<file path="config.mk">
export PLATFORM = sky130hd
export DESIGN_NAME = hack_fetch_sequencer_flat
export DESIGN_NICKNAME = d
export VERILOG_FILES = /design/src/rtl/hack_pkg.sv /design/src/rtl/hack_fetch_sequencer_if.sv /design/src/rtl/hack_jump_eval.sv /design/src/rtl/hack_fetch_sequencer.sv /design/src/flat_wrapper.sv
export SDC_FILE = /design/constraint.sdc
export NUM_CORES = 1
export LEC_CHECK = 0
export ABC_AREA = 1
export BUFFER_PORTS_ARGS = -buffer_cell sky130_fd_sc_hd__buf_2
export CAP_MARGIN = 15
export CELL_PAD_IN_SITES_DETAIL_PLACEMENT = 1
export CELL_PAD_IN_SITES_GLOBAL_PLACEMENT = 2
export CORE_ASPECT_RATIO = 1.4
export CORE_UTILIZATION = 28
export DETAILED_ROUTE_END_ITERATION = 12
export PLACE_DENSITY_LB_ADDON = 0.1
export SYNTH_ARGS = -nofsm -noshare
export SYNTH_HDL_FRONTEND = slang
export SYNTH_SLANG_ARGS = --single-unit
</file>
<file path="constraint.sdc">
create_clock -name clk -period 1.7 [get_ports clk]
set_input_delay 0.17 -clock clk [delete_from_list [all_inputs] [get_ports clk]]
set_output_delay 0.17 -clock clk [all_outputs]
set_load 0.005 [all_outputs]
</file>
<file path="src/rtl/hack_pkg.sv">
// Shared types and instruction-field positions for the Hack fetch sequencer
// and its reference model.
package hack_pkg;

   typedef enum logic [2:0] {
      StBoot,
      StIdle,
      StFetch,
      StExec,
      StFault
   } state_e;

   localparam int unsigned CI_BIT = 15;
   localparam int unsigned DEST_A = 5;
   localparam int unsigned DEST_D = 4;
   localparam int unsigned DEST_M = 3;
   localparam int unsigned J_LT   = 2;
   localparam int unsigned J_EQ   = 1;
   localparam int unsigned J_GT   = 0;

endpackage

</file>
<file path="src/rtl/hack_fetch_sequencer_if.sv">
// Instruction-memory, ALU-flag and datapath-strobe bundle of the fetch sequencer.
interface hack_fetch_sequencer_if;

   logic        imem_req;
   logic        imem_valid;
   logic [15:0] imem_data;
   logic        alu_zr;
   logic        alu_ng;
   logic        dmem_busy;
   logic [15:0] instr;
   logic        instr_valid;
   logic        pc_reset;
   logic        pc_load;
   logic        pc_inc;
   logic        a_load;
   logic        d_load;
   logic        m_write;

   modport master (
      output imem_req, instr, instr_valid, pc_reset, pc_load, pc_inc,
             a_load, d_load, m_write,
      input  imem_valid, imem_data, alu_zr, alu_ng, dmem_busy
   );

   modport slave (
      input  imem_req, instr, instr_valid, pc_reset, pc_load, pc_inc,
             a_load, d_load, m_write,
      output imem_valid, imem_data, alu_zr, alu_ng, dmem_busy
   );

endinterface

</file>
<file path="src/rtl/hack_jump_eval.sv">
// Hack jump-condition evaluation from the j-field of a C-instruction and ALU flags.
module hack_jump_eval
   import hack_pkg::*;
(
   input  logic [2:0] j,
   input  logic       zr,
   input  logic       ng,
   output logic       jump
);

   assign jump = (j[J_LT] & ng) | (j[J_EQ] & zr) | (j[J_GT] & ~ng & ~zr);

endmodule

</file>
<file path="src/rtl/hack_fetch_sequencer.sv">
// Multi-cycle Hack CPU control: fetch, latch/decode, jump evaluation and
// PC / register / memory strobe generation.
module hack_fetch_sequencer
   import hack_pkg::*;
#(
   parameter int unsigned TIMEOUT_CYC = 64,
   parameter int unsigned RETIRE_W    = 32
) (
   input  logic                  clk,
   input  logic                  reset,
   input  logic                  run,
   output logic                  fault,
   output logic [RETIRE_W-1:0]   retired,
   hack_fetch_sequencer_if.master bus
);

   localparam int unsigned CntW = $clog2(TIMEOUT_CYC + 1);
   localparam logic [CntW-1:0] CntLast = CntW'(TIMEOUT_CYC - 1);

   state_e              state_q, state_d;
   logic [CntW-1:0]     cnt_q, cnt_d;
   logic [15:0]         instr_q, instr_d;
   logic                fault_q, fault_d;
   logic [RETIRE_W-1:0] retired_q, retired_d;
   logic                jump;

   logic imem_req, instr_valid, pc_reset, pc_load, pc_inc, a_load, d_load, m_write;

   hack_jump_eval u_jump_eval (
      .j    (instr_q[J_LT:J_GT]),
      .zr   (bus.alu_zr),
      .ng   (bus.alu_ng),
      .jump (jump)
   );

   always_comb begin
      state_d     = state_q;
      cnt_d       = cnt_q;
      instr_d     = instr_q;
      fault_d     = fault_q;
      retired_d   = retired_q;
      imem_req    = 1'b0;
      instr_valid = 1'b0;
      pc_reset    = 1'b0;
      pc_load     = 1'b0;
      pc_inc      = 1'b0;
      a_load      = 1'b0;
      d_load      = 1'b0;
      m_write     = 1'b0;

      unique case (state_q)
         StBoot: begin
            pc_reset = 1'b1;
            state_d  = run ? StFetch : StIdle;
         end
         StIdle: begin
            if (run) state_d = StFetch;
         end
         StFetch: begin
            imem_req = 1'b1;
            if (bus.imem_valid) begin
               instr_d = bus.imem_data;
               cnt_d   = '0;
               state_d = StExec;
            end else if (cnt_q >= CntLast) begin
               cnt_d   = '0;
               fault_d = 1'b1;
               state_d = StFault;
            end else begin
               cnt_d = cnt_q + 1'b1;
            end
         end
         StExec: begin
            instr_valid = 1'b1;
            if (!bus.dmem_busy) begin
               if (instr_q[CI_BIT]) begin
                  a_load  = instr_q[DEST_A];
                  d_load  = instr_q[DEST_D];
                  m_write = instr_q[DEST_M];
                  pc_load = jump;
                  pc_inc  = ~jump;
               end else begin
                  a_load = 1'b1;
                  pc_inc = 1'b1;
               end
               retired_d = retired_q + 1'b1;
               state_d   = run ? StFetch : StIdle;
            end
         end
         StFault: begin
         end
         default: state_d = StBoot;
      endcase

      // Reset suppresses every strobe so nothing commits on the reset edge.
      if (reset) begin
         imem_req    = 1'b0;
         instr_valid = 1'b0;
         pc_reset    = 1'b0;
         pc_load     = 1'b0;
         pc_inc      = 1'b0;
         a_load      = 1'b0;
         d_load      = 1'b0;
         m_write     = 1'b0;
      end
   end

   always_ff @(posedge clk) begin
      if (reset) begin
         state_q   <= StBoot;
         cnt_q     <= '0;
         instr_q   <= '0;
         fault_q   <= 1'b0;
         retired_q <= '0;
      end else begin
         state_q   <= state_d;
         cnt_q     <= cnt_d;
         instr_q   <= instr_d;
         fault_q   <= fault_d;
         retired_q <= retired_d;
      end
   end

   assign bus.imem_req    = imem_req;
   assign bus.instr       = instr_q;
   assign bus.instr_valid = instr_valid;
   assign bus.pc_reset    = pc_reset;
   assign bus.pc_load     = pc_load;
   assign bus.pc_inc      = pc_inc;
   assign bus.a_load      = a_load;
   assign bus.d_load      = d_load;
   assign bus.m_write     = m_write;
   assign fault           = fault_q;
   assign retired         = retired_q;

endmodule

</file>
<file path="src/flat_wrapper.sv">
// flat-port wrapper written by rule: the top's interface ports become plain ports
module hack_fetch_sequencer_flat import hack_pkg::*;
#(
   parameter int unsigned TIMEOUT_CYC = 64,
   parameter int unsigned RETIRE_W    = 32
)
  (clk, reset, run, fault, retired, bus_imem_req, bus_instr, bus_instr_valid, bus_pc_reset, bus_pc_load, bus_pc_inc, bus_a_load, bus_d_load, bus_m_write, bus_imem_valid, bus_imem_data, bus_alu_zr, bus_alu_ng, bus_dmem_busy);
  hack_fetch_sequencer_if bus_i ();
  input  logic clk;
  input  logic reset;
  input  logic run;
  output logic fault;
  output logic [RETIRE_W-1:0] retired;
  output wire logic [$bits(bus_i.imem_req)-1:0] bus_imem_req;
  output wire logic [$bits(bus_i.instr)-1:0] bus_instr;
  output wire logic [$bits(bus_i.instr_valid)-1:0] bus_instr_valid;
  output wire logic [$bits(bus_i.pc_reset)-1:0] bus_pc_reset;
  output wire logic [$bits(bus_i.pc_load)-1:0] bus_pc_load;
  output wire logic [$bits(bus_i.pc_inc)-1:0] bus_pc_inc;
  output wire logic [$bits(bus_i.a_load)-1:0] bus_a_load;
  output wire logic [$bits(bus_i.d_load)-1:0] bus_d_load;
  output wire logic [$bits(bus_i.m_write)-1:0] bus_m_write;
  input wire logic [$bits(bus_i.imem_valid)-1:0] bus_imem_valid;
  input wire logic [$bits(bus_i.imem_data)-1:0] bus_imem_data;
  input wire logic [$bits(bus_i.alu_zr)-1:0] bus_alu_zr;
  input wire logic [$bits(bus_i.alu_ng)-1:0] bus_alu_ng;
  input wire logic [$bits(bus_i.dmem_busy)-1:0] bus_dmem_busy;
  assign bus_imem_req = bus_i.imem_req;
  assign bus_instr = bus_i.instr;
  assign bus_instr_valid = bus_i.instr_valid;
  assign bus_pc_reset = bus_i.pc_reset;
  assign bus_pc_load = bus_i.pc_load;
  assign bus_pc_inc = bus_i.pc_inc;
  assign bus_a_load = bus_i.a_load;
  assign bus_d_load = bus_i.d_load;
  assign bus_m_write = bus_i.m_write;
  assign bus_i.imem_valid = bus_imem_valid;
  assign bus_i.imem_data = bus_imem_data;
  assign bus_i.alu_zr = bus_alu_zr;
  assign bus_i.alu_ng = bus_alu_ng;
  assign bus_i.dmem_busy = bus_dmem_busy;
  hack_fetch_sequencer #(.TIMEOUT_CYC(TIMEOUT_CYC), .RETIRE_W(RETIRE_W)) u_core (.clk(clk), .reset(reset), .run(run), .fault(fault), .retired(retired), .bus(bus_i));
endmodule
</file>
==> results.cfg, run 1 <==
[logic_synthesis]
syn_inst = 443
synth.yosys.seq_area_share_pct = 38.8
yosys_warnings = 0
syn-num-nets = 468
syn_avg_cell_area_sq_um = 6.87
synthDominantCellAreaShare_pct = 38.8
synth-async-reset-ratio_pct = 0
ys.flop_type = dfxtp_1
syn_area_sq_mm = 0.00305
synth_top_area_cell = dfxtp_1
ys_ff_latch = 59
yosysMostFrequentCell = nand2_1
yosys-top-cells-count = nand2_1 (92), inv_1 (64), nor2_1 (61), dfxtp_1 (59), a21oi_1 (33)
ys_top_cells_by_area = dfxtp_1 (39%), nand2_1 (11%), inv_1 (7.9%), nor2_1 (7.5%), a21oi_1 (5.4%)
yosys.cell_types.count = 30
synth_edf_count = 0

[timing]
min_period_over_period_pct = 93.0
period_needed_ns = 1.58
setup_viol = 0
max_slew_margin_pct = 75.3
drv_slew = 0
rsz0062_at_grt = no
fmax_mhz = 633
tightest_slew_ns = 0.370
fin_skew_ns = 0.00479
fin_ws_ns = 0.120
hold_viol = 0
fin_tns_setup_ns = 0

[routing]
drt_wl_total_um = 9560
num_vias = 3197
drt-initial-drc-count = 81
first_pass_iters = 4
post-route-drc-count = 0
viasPerCell = 4.65
wire_per_inst_um = 13.9
antenna_left = 0

[critical_path]
cp_top_family = simple AND/OR/NAND/NOR gates
required_ns = 1.53
slowest_delay_ns = 0.34
regToRegStartpoint = u_core.retired[1]
reg2reg_to = u_core.retired[16]
end_kind = output port
critPathKind = reg2out
crit_slowest_cell = dfxtp_1
r2r_cells = 8
worstPathArrival_ns = 1.41
critPathLaunchType = flop
critPathBufInv = 2
regToRegSetupSlack_ns = 0.12
cp_cell_sequence = inv_2, nand3_4, nor2_4, nand2_2, a21oi_2, buf_2
critPathMaxFanout = 5

[floorplan]
die_w_um = 90.1
dieArea_sq_mm = 0.0113
die_y_um = 125
initial_core_util_pct = 29.1
num_io_pins = 80
coreArea_sq_mm = 0.0105
fp-row-count = 44

[power]
powerDensity_mw_per_mm2 = 892
p_leak_nw = 1.85
vdd_drop_max_mv = 0.431

[status]
status = finished, final reports clean

[cts]
hold_buffers = 0
clock_latency_ns = 0.32
cts_max_level = 3
cts_root_buffer = clkbuf_16
clk_path_buf_depth = 2
cts_buffers = 9
clkTransAtPathRegs_ns = 0.05
cts_tree = yes
cts_sinks = 59

[grt]
grt_overflow_total = 0
grt_usage_pct = 18.3
grt_pass1_vias = 3449
grt_pass1_wl_um = 16400
antenna_found_initial = 0
grt_max_degree = 27

[placement]
dp_hpwl_um = 7580
pre_cts_slack_ns = 0.0665
dp_cells = 671
placed_cell_area_sq_mm = 0.00373
io_buffers = 79
gp_congestion = 0.762

[job]
maxCapViolCount = 0

[hold_path]
min_to = u_core.retired[17]
hold_path.class = in2reg
min_path_cells = 2
hp-start = reset

[layout]
areaGrowthSynthToFinish_pct = 33.0
diodes = 0
stdcell_area_sq_mm = 0.00405
fin_nets = 570
final_cell_count_no_fill = 688
drive_gt1_share_pct = 29.1
final_core_util_pct = 38.7
==> logic make-up (layout without fill, tap and decap cells) <==
logic type	Yosys count	after routing	share of synthesized area, %
AO/OA/AOI/OAI	57	57	9.61
XOR/XNOR	5	5	1.44
adder cells (fa/ha/maj)	2	2	0.822
buffers and inverters	77	184	9.65
flip-flops	59	59	38.8
AND/OR/NAND/NOR	243	243	39.7
==> worst reg2reg max path, stage by stage, from the launching register on <==
cell and delay, ns:
dfxtp_2 0.35, ha_2 0.18, inv_1 0.07, nor2_4 0.13
nand3_4 0.12, nor3_4 0.31, buf_4 0.17, o21ai_0 0.06
a21oi_1 0.12
==> layout make-up <==
type	instances	area [sq um]
fill	1375	6410
multi-input combinational	307	1620
sequential	59	1190
timing repair buffer	101	561
inverter	67	251
clock buffer	13	240
tap	138	173
clock inverter	3	15.0
==> through the flow <==
stage | power, mW | hold WS, ns
floorplan | 1.83 | 0.335
CTS | 3.66 | 0.0951
global placement | 2.04 | 0.417
finish | 3.61 | 0.104
global route | 3.81 | 0.110
detailed placement | 2.05 | 0.424
==> routing by layer <==
metal	up-vias	global-route usage (%)	wire (um)
li1	1623	-	-
met1	1501	19.0	3820
met2	61	35.4	5190
met3	12	4.20	404
met4	0	5.88	149
met5	-	0	0
==> cell usage in the layout, fill, tap and decap left out, types with 2 or more instances in the layout <==
cell | netlist | routed
o21ai_0 | 17 | 17
buf_2 | 4 | 79
nor2_4 | 4 | 6
o21ai_1 | 4 | 4
nand3_4 | 3 | 4
nor2_2 | 5 | 6
xor2_1 | 5 | 5
nand2_2 | 6 | 8
nor2_1 | 61 | 58
nor3_1 | 9 | 7
dfxtp_2 | 0 | 5
nand4_1 | 17 | 17
a21oi_1 | 33 | 32
inv_2 | 3 | 3
dfxtp_1 | 59 | 54
nand3_2 | 6 | 5
nand2_1 | 92 | 90
buf_4 | 0 | 22
nor3_4 | 1 | 2
clkbuf_1 | 6 | 4
nand3_1 | 31 | 31
nor3b_2 | 2 | 2
inv_1 | 64 | 64
clkinv_2 | 0 | 3
clkbuf_16 | 0 | 9
nor3_2 | 2 | 3
==> worst max path at each step <==
| stage | endpoint | start | cells past startpoint | slack, ns |
|---|---|---|---|---|
| finish | bus_a_load | u_core.state_q[2] | 6 | 0.12 |
| floorplan | u_core.retired[18] | u_core.retired[1] | 8 | 0.23 |
| global placement | u_core.retired[18] | u_core.retired[6] | 7 | 0.13 |
| detailed placement | u_core.retired[18] | u_core.retired[6] | 7 | 0.07 |
| CTS | bus_a_load | u_core.state_q[2] | 6 | 0.0002 |
| global route | u_core.retired[18] | u_core.retired[1] | 8 | 0.0003 |
==> sequential cells by signal (all words and copies together), names as in the netlist <==
signal and count:
u_core.state_q 3, u_core.cnt_q 7, u_core.fault 1, u_core.bus.instr 16, u_core.retired 32
==> timing repair <==
action | CTS | global route
resized for setup | 4 | 14
endpoints found under the setup margin | 5 | 15
setup buffers | 0 | 1
pin swaps | 0 | 2
==> report_power, final <==
group	total, mW	internal, mW	switching (mW)
sequential	1.52	1.46	0.0637
combinational	0.504	0.194	0.311
clock	1.59	0.979	0.608
total	3.61	2.63	0.982
Note: power is estimated with default switching activity, not from simulation.
==> run 2: changes to the inputs <==
--- a/config.mk
+++ b/config.mk
@@ -5,15 +5,15 @@
 export SDC_FILE = /design/constraint.sdc
 export NUM_CORES = 1
 export LEC_CHECK = 0
-export ABC_AREA = 1
 export BUFFER_PORTS_ARGS = -buffer_cell sky130_fd_sc_hd__buf_2
 export CAP_MARGIN = 15
 export CELL_PAD_IN_SITES_DETAIL_PLACEMENT = 1
 export CELL_PAD_IN_SITES_GLOBAL_PLACEMENT = 2
 export CORE_ASPECT_RATIO = 1.4
-export CORE_UTILIZATION = 28
+export CORE_UTILIZATION = 32
 export DETAILED_ROUTE_END_ITERATION = 12
 export PLACE_DENSITY_LB_ADDON = 0.1
+export SLEW_MARGIN = 25
 export SYNTH_ARGS = -nofsm -noshare
 export SYNTH_HDL_FRONTEND = slang
 export SYNTH_SLANG_ARGS = --single-unit
==> constraint.sdc (replaced) <==
create_clock -name clk -period 2.03 [get_ports clk]
set_input_delay 0.203 -clock clk [delete_from_list [all_inputs] [get_ports clk]]
set_output_delay 0.203 -clock clk [all_outputs]
set_load 0.005 [all_outputs]
==> results.cfg, run 2 <==
[logic_synthesis]
synth_edf_count = 0
syn-num-nets = 367
yosysMostFrequentCell = dfxtp_1
synth_top_area_cell = dfxtp_1
ys_ff_latch = 59
ys.flop_type = dfxtp_1
yosys-top-cells-count = dfxtp_1 (59), nand2_1 (53), a21oi_1 (39), nor2_1 (25), nand3_1 (13)
synthDominantCellAreaShare_pct = 41.5
syn_area_sq_mm = 0.00284
synth-async-reset-ratio_pct = 0
syn_avg_cell_area_sq_um = 8.32
ys_top_cells_by_area = dfxtp_1 (42%), nand2_1 (7.0%), a21oi_1 (6.9%), nor2_1 (3.3%), o31ai_1 (3.2%)
yosys_warnings = 0
synth.yosys.seq_area_share_pct = 41.5
yosys.cell_types.count = 43
syn_inst = 342

[timing]
fmax_mhz = 523
tightest_slew_ns = 0.449
period_needed_ns = 1.91
fin_tns_setup_ns = 0
fin_skew_ns = 0.00500
rsz0062_at_grt = no
max_slew_margin_pct = 70.1
drv_slew = 0
hold_ws_ns = 0.111
setup_viol = 0
hold_viol = 0
min_period_over_period_pct = 94.2

[floorplan]
num_io_pins = 80
die_w_um = 81.7
die_y_um = 114
coreArea_sq_mm = 0.00861
initial_core_util_pct = 33.0
fp-row-count = 40
dieArea_sq_mm = 0.00927

[hold_path]
hp-start = run
min_to = u_core.state_q[0]
min_path_cells = 2
hold_path.class = in2reg

[power]
vdd_drop_max_mv = 0.480
power_frac_seq_pct = 40.4
p_total_mw = 2.98
p_int_mw = 2.32
p_clk_share_pct = 51.8
p_sw_mw = 0.663
p_leak_nw = 1.57
combPwrFrac_pct = 7.8
p_sw_share_pct = 22.2
powerDensity_mw_per_mm2 = 806

[routing]
drt_wl_total_um = 7710
antenna_left = 0
drt-initial-drc-count = 67
num_vias = 2744
post-route-drc-count = 0
first_pass_iters = 4
wire_per_inst_um = 14.4
viasPerCell = 5.13

[cts]
cts_root_buffer = clkbuf_16
clk_path_buf_depth = 2
cts_buffers = 9
clock_latency_ns = 0.32
cts_tree = yes
clkTransAtPathRegs_ns = 0.05
hold_buffers = 0
cts_max_level = 3
cts_sinks = 59

[layout]
drive_gt1_share_pct = 28.4
final_cell_mix = buf_2 (79), dfxtp_1 (59), nand2_1 (53), a21oi_1 (39), nor2_1 (24)
largest_reg_flops = 32
areaGrowthSynthToFinish_pct = 30.2
stdcell_area_sq_mm = 0.00370
final_core_util_pct = 43.0
final_common_cell = buf_2
fin_nets = 452
diodes = 0

[grt]
grt_usage_pct = 17.8
grt_pass1_vias = 2724
gr-usage-met2_pct = 28.6
grt_pass1_wl_um = 12700
use_met3_pct = 5.12
grt_busiest_layer = met2
antenna_found_initial = 0
grt_overflow_total = 0
grt_max_degree = 47
use_met1_pct = 21.6

[critical_path]
critPathKind = reg2out
regToRegSetupSlack_ns = 0.14
r2r_cells = 4
worstPathArrival_ns = 1.71
critPathMaxFanout = 8
regToRegStartpoint = u_core.retired[7]
reg2reg_to = u_core.retired[31]
critPathLaunchType = flop
required_ns = 1.83
end_kind = output port

[placement]
placed_cell_area_sq_mm = 0.00338
gp_congestion = 0.767
io_buffers = 79
dp_hpwl_um = 5390

[status]
status = finished, final reports clean

[job]
maxCapViolCount = 0
[run 2: changes by cell type after synthesis, sizes merged, moves of 12 or more]
cell and change:
inv -62, nor2 -46, nand2 -45, nand3 -27, o31ai +12, or4 +12
[run 2: cells by family after synthesis]
| logic type | Yosys count | synth area share [%] |
|---|---|---|
| compound gates | 71 | 15.3 |
| buf+inv | 28 | 4.88 |
| simple gates | 164 | 31.3 |
| flops | 59 | 41.5 |
| mux | 8 | 3.04 |
| fa+ha+maj | 2 | 0.880 |
| xor+xnor | 10 | 3.08 |
[run 2: worst max-delay path by stage]
stage | to | start | slack (ns)
5_1_grt | u_core.retired[31] | u_core.retired[7] | 0.00001
2_1_floorplan | u_core.retired[26] | u_core.retired[0] | 0.19
6_report | bus_a_load | u_core.state_q[0] | 0.12
3_3_place_gp | u_core.retired[31] | u_core.retired[7] | 0.18
4_1_cts | bus_m_write | u_core.state_q[0] | 0.11
3_5_place_dp | u_core.retired[31] | u_core.retired[7] | 0.13
[run 2: stage by stage]
stage | setup slack, ns | instances
2_1_floorplan | 0.191 | 342
3_3_place_gp | 0.184 | 519
3_5_place_dp | 0.132 | 519
4_1_cts | 0.115 | 533
5_1_grt | 0.0000107 | 535
6_report | 0.117 | 535
[run 2: timing repair]
action / in CTS / in global routing
gates resized for setup: 0 / 1
buffers inserted: 0 / 2
setup endpoints to repair: 0 / 3
hold endpoints to repair: 0 / 0
[run 2: cell type report]
| cell class | count | area [sq um] |
|---|---|---|
| multi-input cells | 255 | 1530 |
| flip-flops and latches | 59 | 1180 |
| repair buffers | 97 | 543 |
| fillers | 1067 | 4910 |
| clock buffers | 12 | 267 |
| clock inverters | 2 | 35.0 |
| well taps | 105 | 131 |
| inverters | 5 | 18.8 |
[run 2: routing by layer]
metal  routed length (um)  share of wire, %
met1                 3550                46
met2                 3620                47
met3                  416               5.4
met4                  118               1.5
met5                    0                 0
[run 2: power by group through the flow]
stage	Clock [mW]	Combinational, mW	Sequential [mW]
floorplan	0	0.132	1.23
global placement	0	0.232	1.23
detailed placement	0	0.234	1.23
CTS	1.59	0.236	1.20
global route	1.64	0.264	1.21
finish	1.54	0.233	1.20
[run 2: critical path, stage by stage, from the launching register on]
cell	delay, ns
dfxtp_1	0.35
buf_4	0.16
nor2b_1	0.19
nand3b_1	0.18
buf_4	0.18
nor3_1	0.18
buf_2	0.15
==> run 3: changes to the inputs <==
--- a/config.mk
+++ b/config.mk
@@ -7,13 +7,14 @@
 export LEC_CHECK = 0
 export BUFFER_PORTS_ARGS = -buffer_cell sky130_fd_sc_hd__buf_2
 export CAP_MARGIN = 15
-export CELL_PAD_IN_SITES_DETAIL_PLACEMENT = 1
-export CELL_PAD_IN_SITES_GLOBAL_PLACEMENT = 2
+export CELL_PAD_IN_SITES_DETAIL_PLACEMENT = 0
+export CELL_PAD_IN_SITES_GLOBAL_PLACEMENT = 1
 export CORE_ASPECT_RATIO = 1.4
-export CORE_UTILIZATION = 32
+export CORE_UTILIZATION = 41
 export DETAILED_ROUTE_END_ITERATION = 12
 export PLACE_DENSITY_LB_ADDON = 0.1
 export SLEW_MARGIN = 25
 export SYNTH_ARGS = -nofsm -noshare
 export SYNTH_HDL_FRONTEND = slang
 export SYNTH_SLANG_ARGS = --single-unit
+export TNS_END_PERCENT = 5
==> results.cfg, run 3 (same netlist as run 2, synthesis figures left out) <==
[timing]
max_slew_margin_pct = 63.2
rsz0062_at_grt = no
hold_ws_ns = 0.0851
hold_viol = 0
fin_tns_setup_ns = 0
min_period_over_period_pct = 92.7
fmax_mhz = 532
drv_slew = 0
tightest_slew_ns = 0.552
period_needed_ns = 1.88
fin_skew_ns = 0.00842
setup_viol = 0

[critical_path]
regToRegStartpoint = u_core.retired[7]
r2r_cells = 4
crit_end = u_core.retired[31]
cp_top_family = simple AND/OR/NAND/NOR gates
critPathBufInv = 0
cp_cell_sequence = and4_1, nand4_4, nor4_1, mux2_2
crit_slowest_cell = nor4_1
end_kind = flop
reg2reg_to = u_core.retired[31]
regToRegSetupSlack_ns = 0.15
required_ns = 2.25
critPathMaxFanout = 21
worst-path-stages = 4
worstPathArrival_ns = 2.10
slowest_delay_ns = 0.39
worstSetupStartpoint = u_core.retired[7]
critPathKind = reg2reg
critPathLaunchType = flop

[grt]
grt_pass1_wl_um = 11400
grt_overflow_total = 0
antenna_found_initial = 0
grt_pass1_vias = 2533
grt_max_degree = 28
grt_usage_pct = 20.0

[placement]
io_buffers = 79
dp_hpwl_um = 4750
placed_cell_area_sq_mm = 0.00338
gp_congestion = 0.764

[status]
status = finished, final reports clean

[routing]
antenna_left = 0
viasPerCell = 5.15
drt-initial-drc-count = 102
drt_wl_total_um = 6730
first_pass_iters = 4
wire_per_inst_um = 12.8
num_vias = 2709
post-route-drc-count = 0

[floorplan]
fp-row-count = 35
num_io_pins = 80
dieArea_sq_mm = 0.00728
coreArea_sq_mm = 0.00666
initial_core_util_pct = 42.7
die_y_um = 101
die_w_um = 72.4

[layout]
multiInputGateArea_sq_mm = 0.00153
final_cell_mix = buf_2 (79), dfxtp_1 (59), nand2_1 (53), a21oi_1 (39), nor2_1 (24)
drive_gt1_share_pct = 29.0
final_core_util_pct = 53.9
areaGrowthSynthToFinish_pct = 26.1
nFillCells = 701
final_common_cell = buf_2
fin_nets = 454
diodes = 0
largest_reg_flops = 32
stdcell_area_sq_mm = 0.00359
register_area_sq_mm = 0.00118

[cts]
cts_max_level = 3
cts_sinks = 59
postCtsSetupRepairBufs = 0
clkTransAtPathRegs_ns = 0.06
cts_tree = yes
clk_path_buf_depth = 2
cts_buffers = 9
clock_latency_ns = 0.34
cts_root_buffer = clkbuf_8

[power]
p_int_mw = 1.87
p_sw_mw = 0.595
p_leak_nw = 1.52
powerDensity_mw_per_mm2 = 688
p_sw_share_pct = 24.1
power_frac_seq_pct = 48.7
combPwrFrac_pct = 9.0
p_total_mw = 2.47
vdd_drop_max_mv = 0.406
p_clk_share_pct = 42.3

[job]
maxCapViolCount = 0

[hold_path]
hold_path.class = in2reg
-- run 3: what timing repair did --
item / 4_1_cts / 5_1_grt
hold buffers: 0 / 0
endpoints found under the setup margin: 0 / 3
resized for setup: 0 / 2
-- run 3: routing by layer --
metal | global-route usage, % | routed length (um) | up-vias
met1 | 23.5 | 3070 | 1228
met2 | 33.1 | 3210 | 65
met5 | 0 | 0 | -
met3 | 4.70 | 318 | 9
li1 | - | - | 1407
met4 | 10.9 | 126 | 0
-- run 3: how the worst min path moves through the flow --
stage	start	endpoint	slack [ns]	cells after the start
finish	run	u_core.state_q[0]	0.09	2
CTS	run	u_core.state_q[0]	0.06	2
global route	bus_imem_data[8]	u_core.bus.instr[8]	0.09	3
floorplan	run	u_core.state_q[0]	0.29	1
detailed placement	run	u_core.state_q[0]	0.43	2
global placement	run	u_core.state_q[0]	0.43	2
-- run 3: per-stage QoR --
step,setup slack (ns),cells
6_report,0.149,526
5_1_grt,0.00423,526
4_1_cts,0.133,526
3_5_place_dp,0.149,510
3_3_place_gp,0.187,510
2_1_floorplan,0.191,342
-- run 3: cell type report --
cell class | count | area share, %
inverter | 5 | 0.523
sequential | 59 | 32.9
tap | 92 | 3.21
clock inverter | 5 | 1.47
clock buffer | 11 | 3.94
timing repair buffer | 99 | 15.2
multi-input combinational | 255 | 42.7
-- run 3: power groups by stage --
stage | clock (mW) | combinational (mW) | sequential (mW)
6_report | 1.04 | 0.221 | 1.20
5_1_grt | 1.15 | 0.252 | 1.20
4_1_cts | 1.09 | 0.224 | 1.20
3_5_place_dp | 0 | 0.224 | 1.23
3_3_place_gp | 0 | 0.223 | 1.23
2_1_floorplan | 0 | 0.132 | 1.23
